`config.mk`:
```
export PLATFORM = sky130hd
export DESIGN_NAME = seq_mult_8bit_flat
export DESIGN_NICKNAME = d
export VERILOG_FILES = /design/src/rtl/seq_mult_8bit_pkg.sv /design/src/rtl/seq_mult_8bit_if.sv /design/src/rtl/RippleCarryAdder8Bit.sv /design/src/rtl/seq_mult_8bit.sv /design/src/flat_wrapper.sv
export SDC_FILE = /design/constraint.sdc
export NUM_CORES = 1
export LEC_CHECK = 0
export CORE_MARGIN = 5
export CORE_UTILIZATION = 55
export DETAILED_ROUTE_END_ITERATION = 16
export PLACE_DENSITY = 0.92
export SETUP_SLACK_MARGIN = 0.15
export SYNTH_ARGS = -nofsm -noshare
export SYNTH_HDL_FRONTEND = slang
export SYNTH_SLANG_ARGS = --single-unit
```
`constraint.sdc`:
```
create_clock -name clk -period 7.6 [get_ports clk]
set_input_delay 0.76 -clock clk [delete_from_list [all_inputs] [get_ports clk]]
set_output_delay 0.76 -clock clk [all_outputs]
set_load 0.1 [all_outputs]
```
`src/rtl/seq_mult_8bit_pkg.sv`:
```
// seq_mult_8bit_pkg: shared ALU constants and multiplier state encoding
package seq_mult_8bit_pkg;
   localparam int WIDTH = 8;
   localparam int CNT_W = 3;
   typedef enum logic [1:0] {IDLE = 2'd0, CALC = 2'd1, DONE = 2'd2} state_t;
endpackage

```
`src/rtl/seq_mult_8bit_if.sv`:
```
// seq_mult_8bit_if: operand/product valid-ready handshake bundle
interface seq_mult_8bit_if;
   import seq_mult_8bit_pkg::*;
   logic in_valid, in_ready, out_valid, out_ready, Z, HI;
   logic [WIDTH-1:0] A, B;
   logic [2*WIDTH-1:0] P;
   modport master (output in_valid, A, B, out_ready, input in_ready, out_valid, P, Z, HI);
   modport slave (input in_valid, A, B, out_ready, output in_ready, out_valid, P, Z, HI);
endinterface

```
`src/rtl/RippleCarryAdder8Bit.sv`:
```
// RippleCarryAdder8Bit: 8-bit ripple-carry adder built from full-adder cells
module RippleCarryAdder8Bit
   import seq_mult_8bit_pkg::*;
(
   input  logic [WIDTH-1:0] a,
   input  logic [WIDTH-1:0] b,
   input  logic             cin,
   output logic [WIDTH-1:0] sum,
   output logic             cout
);
   logic [WIDTH:0] c;
   assign c[0] = cin;
   assign cout = c[WIDTH];
   for (genvar i = 0; i < WIDTH; i++) begin : g_fa
      assign sum[i] = a[i] ^ b[i] ^ c[i];
      assign c[i+1] = (a[i] & b[i]) | (c[i] & (a[i] ^ b[i]));
   end
endmodule

```
`src/rtl/seq_mult_8bit.sv`:
```
// seq_mult_8bit: unsigned 8x8 shift-add multiplier reusing one ripple-carry adder over 8 cycles
module seq_mult_8bit
   import seq_mult_8bit_pkg::*;
(
   input logic            clk,
   input logic            rst_n,
   seq_mult_8bit_if.slave bus
);
   state_t state, nxt;
   logic [WIDTH-1:0] mcand, addend, sum;
   logic [2*WIDTH-1:0] acc, acc_nxt, p;
   logic [CNT_W-1:0] cnt;
   logic carry, z, hi, last;
   assign addend = acc[0] ? mcand : '0;
   assign acc_nxt = {carry, sum, acc[WIDTH-1:1]};
   assign last = (state == CALC) && (cnt == '1);
   RippleCarryAdder8Bit u_add (
      .a(acc[2*WIDTH-1:WIDTH]),
      .b(addend),
      .cin(1'b0),
      .sum(sum),
      .cout(carry)
   );
   always_ff @(posedge clk or negedge rst_n)
      if (!rst_n) state <= IDLE;
      else state <= nxt;
   always_comb
      nxt = (state == IDLE) ? (bus.in_valid ? CALC : IDLE) :
            (state == CALC) ? (cnt == '1 ? DONE : CALC) :
            (bus.out_ready ? IDLE : DONE);
   always_comb begin
      bus.in_ready = state == IDLE;
      bus.out_valid = state == DONE;
   end
   // Result flags live in their own registers so they read 0 out of reset and hold across the next operation
   always_ff @(posedge clk or negedge rst_n)
      if (!rst_n) begin
         mcand <= '0;
         acc <= '0;
         cnt <= '0;
         p <= '0;
         z <= 1'b0;
         hi <= 1'b0;
      end else if (state == IDLE && bus.in_valid) begin
         mcand <= bus.A;
         acc <= {{WIDTH{1'b0}}, bus.B};
         cnt <= '0;
      end else if (state == CALC) begin
         acc <= acc_nxt;
         cnt <= cnt + 1'b1;
         if (last) begin
            p <= acc_nxt;
            z <= acc_nxt == '0;
            hi <= |acc_nxt[2*WIDTH-1:WIDTH];
         end
      end
   assign bus.P = p;
   assign bus.Z = z;
   assign bus.HI = hi;
endmodule
```
`src/flat_wrapper.sv`:
```
// flat-port wrapper written by rule: the top's interface ports become plain ports
module seq_mult_8bit_flat import seq_mult_8bit_pkg::*;
  (clk, rst_n, bus_in_valid, bus_A, bus_B, bus_out_ready, bus_in_ready, bus_out_valid, bus_P, bus_Z, bus_HI);
  seq_mult_8bit_if bus_i ();
  input logic clk;
  input logic rst_n;
  input wire logic [$bits(bus_i.in_valid)-1:0] bus_in_valid;
  input wire logic [$bits(bus_i.A)-1:0] bus_A;
  input wire logic [$bits(bus_i.B)-1:0] bus_B;
  input wire logic [$bits(bus_i.out_ready)-1:0] bus_out_ready;
  output wire logic [$bits(bus_i.in_ready)-1:0] bus_in_ready;
  output wire logic [$bits(bus_i.out_valid)-1:0] bus_out_valid;
  output wire logic [$bits(bus_i.P)-1:0] bus_P;
  output wire logic [$bits(bus_i.Z)-1:0] bus_Z;
  output wire logic [$bits(bus_i.HI)-1:0] bus_HI;
  assign bus_i.in_valid = bus_in_valid;
  assign bus_i.A = bus_A;
  assign bus_i.B = bus_B;
  assign bus_i.out_ready = bus_out_ready;
  assign bus_in_ready = bus_i.in_ready;
  assign bus_out_valid = bus_i.out_valid;
  assign bus_P = bus_i.P;
  assign bus_Z = bus_i.Z;
  assign bus_HI = bus_i.HI;
  seq_mult_8bit u_core (.clk(clk), .rst_n(rst_n), .bus(bus_i));
endmodule
```
==> impl_metrics.toml <==
[critical_path]
crit_path_max_fanout = 9
crit_required_ps = 7790
endpoint_kind = "flop"
worstSetupPathType = "flop to flop"
critPathLaunchType = "flop"
cp.arrival_ps = 4380

[floorplan]
initial_core_util = 0.571
coreArea_um2 = 3690
die_y_um = 71.9
die_x_um = 71.9
rows = 22
ios = 40
dieArea_um2 = 5170

[timing]
rsz0062_at_grt = "no"
fin_crit_sh = 0.552
min_period_ps = 4200
skew_ps = 13.2
worst_pin_slew_ps = 1000
finalHoldViolCount = 0
fin_tns_setup_ps = 0
fmax_mhz = 238
setup-violations-final = 0
relSlewSlack = 0.331
final-max-slew-violation-count = 0

[grt]
antenna_found_initial = 0
overflow = 0
grt_use_total = 0.179
grt_max_degree = 48
grt_pass1_wl_um = 7110
grt_pass1_vias = 1448

[yosys]
async_flop_share = 1.00
syn_nets = 210
synth_warnings = 0
synth_most_common_cell = "dfrtp_1"
synth_top_area_share = 0.559
ys_types = 26
ys_top_cells_by_area = "dfrtp_1 56%, mux2_2 10%, nand2_1 7.5%"
ys_seq_area_frac = 0.559
synth-edff-count = 0
synth.avg_cell_area_um2 = 11.7
synth_area_um2 = 2110
ys_ff_latch = 47
yosys-top-cells-count = "47 x dfrtp_1, 42 x nand2_1, 19 x mux2_2"
syn_inst = 180
ys.flop_type = "dfrtp_1"
yosys.area.top_type = "dfrtp_1"

[clock_network]
clockBufferDepth = 2
clk_pin_slew_ps = 80
post_cts_buffers = 0
clk_latency_ps = 310
cts_made_buffers = 5
cts_tree = "built"
root_buffer = "clkbuf_8"
ctsResizeCount = 0
cts_sinks = 47
ctsHoldBuffers = 0
cts_max_level = 2

[placed_design]
gp_congestion = 0.841
dp_hpwl_um = 2970
io_buffers = 39

[finish]
diodes = 0
syn_to_final_growth_pct = 24.3
layout-drive-gt1-share = 0.147
final_nets = 247

[route]
antenna_left = 0
drt-initial-drc-count = 119
viasPerCell = 5.39
first_pass_iters = 4
vias = 1433
drt_wl_total_um = 4100
post_drt_wl_per_cell_um = 15.4
drc = 0

[worst_hold_path]
hold_class = "flop to flop"

[outcome]
status = "finished clean"

[job]
max_cap_violations = 0
==> critical path, stage by stage, from the launching register on <==
cell and delay, ps:
dfrtp_1 460, and2_1 170, ha_1 140, inv_1 50, fa_1 410, fa_1 390, inv_1 80, fa_1 190
fa_1 200, fa_1 170, inv_1 50, fa_1 410, fa_1 560, nand2b_1 70, or4_4 480, mux2_2 270
==> metrics by stage <==
| stage | std cells | hold WS, ps | utilization | cell area [µm²] | setup slack (ps) |
|---|---|---|---|---|---|
| after CTS | 266 | 489 | 0.710 | 2620 | 3390 |
| after floorplan | 180 | 450 | - | 2110 | 3460 |
| final | 266 | 486 | 0.710 | 2620 | 3400 |
| after global routing | 266 | 515 | 0.710 | 2620 | 3200 |
| after global placement | 258 | 460 | 0.678 | 2500 | 3470 |
| after detailed placement | 258 | 470 | 0.678 | 2500 | 3410 |
==> area by class of cell <==
type | instances | area, µm²
tap | 48 | 60.1
clock buffer | 5 | 68.8
multi-input combinational | 115 | 842
timing repair buffer | 40 | 393
fill | 261 | 1070
inverter | 8 | 30.0
clock inverter | 3 | 47.5
sequential | 47 | 1180
==> path summary, 6_finish.rpt <==
check | to | cells past startpoint | slack, ps | start
max in group asynchronous | u_core.bus.P[14] | 1 | 6370 | rst_n
hold / removal | u_core.bus.P[9] | 2 | 490 | u_core.bus.P[9]
min in group asynchronous | u_core.acc[3] | 1 | 620 | rst_n
setup / recovery | u_core.bus.HI | 15 | 3400 | u_core.acc[0]
hold reg to reg | u_core.bus.P[9] | 2 | 490 | u_core.bus.P[9]
setup reg to reg | u_core.bus.HI | 15 | 3400 | u_core.acc[0]
==> state kept, by name, summed over array words and instances (netlist names) <==
| name | count |
|---|---|
| u_core.acc | 16 |
| u_core.bus.HI | 1 |
| u_core.bus.P | 16 |
| u_core.bus.Z | 1 |
| u_core.cnt | 3 |
| u_core.mcand | 8 |
| u_core.state | 2 |
==> cell families (layout without fill, tap and decap cells) <==
family,after synthesis,count (layout),share of synthesized area
simple gates,57,57,0.122
flops,47,47,0.559
fa+ha+maj,10,10,0.0844
compound gates,28,28,0.0838
mux,20,20,0.107
buf+inv,18,56,0.0440
==> routing by layer <==
layer | global-route usage | part of all wire | vias up
met1 | 0.227 | 0.44 | 718
met2 | 0.297 | 0.51 | 31
met4 | 0.0585 | 0.016 | 0
met3 | 0.0491 | 0.040 | 8
li1 | - | - | 676
met5 | 0 | 0 | -
==> cells in the final DEF (no fill, tap or decap) <==
cell type,n
mux2_1,1
nor2_1,2
nand3b_2,1
bufinv_16,1
dfrtp_1,47
buf_4,1
nor2b_1,1
buf_2,1
clkinv_4,1
o22ai_1,5
inv_1,8
o31ai_1,2
nand2_1,42
o21bai_1,2
clkdlybuf4s50_1,38
clkbuf_8,5
and2_1,4
o21ai_0,11
fa_1,7
mux2_2,19
nand4_1,1
a22oi_1,8
ha_1,3
nand2b_1,2
nor3b_2,1
inv_6,1
nor4_1,2
or4_4,1
Power is left out: the tool's default activity adds up to more than one toggle a clock period on the data nets, which glitch-free logic cannot reach.
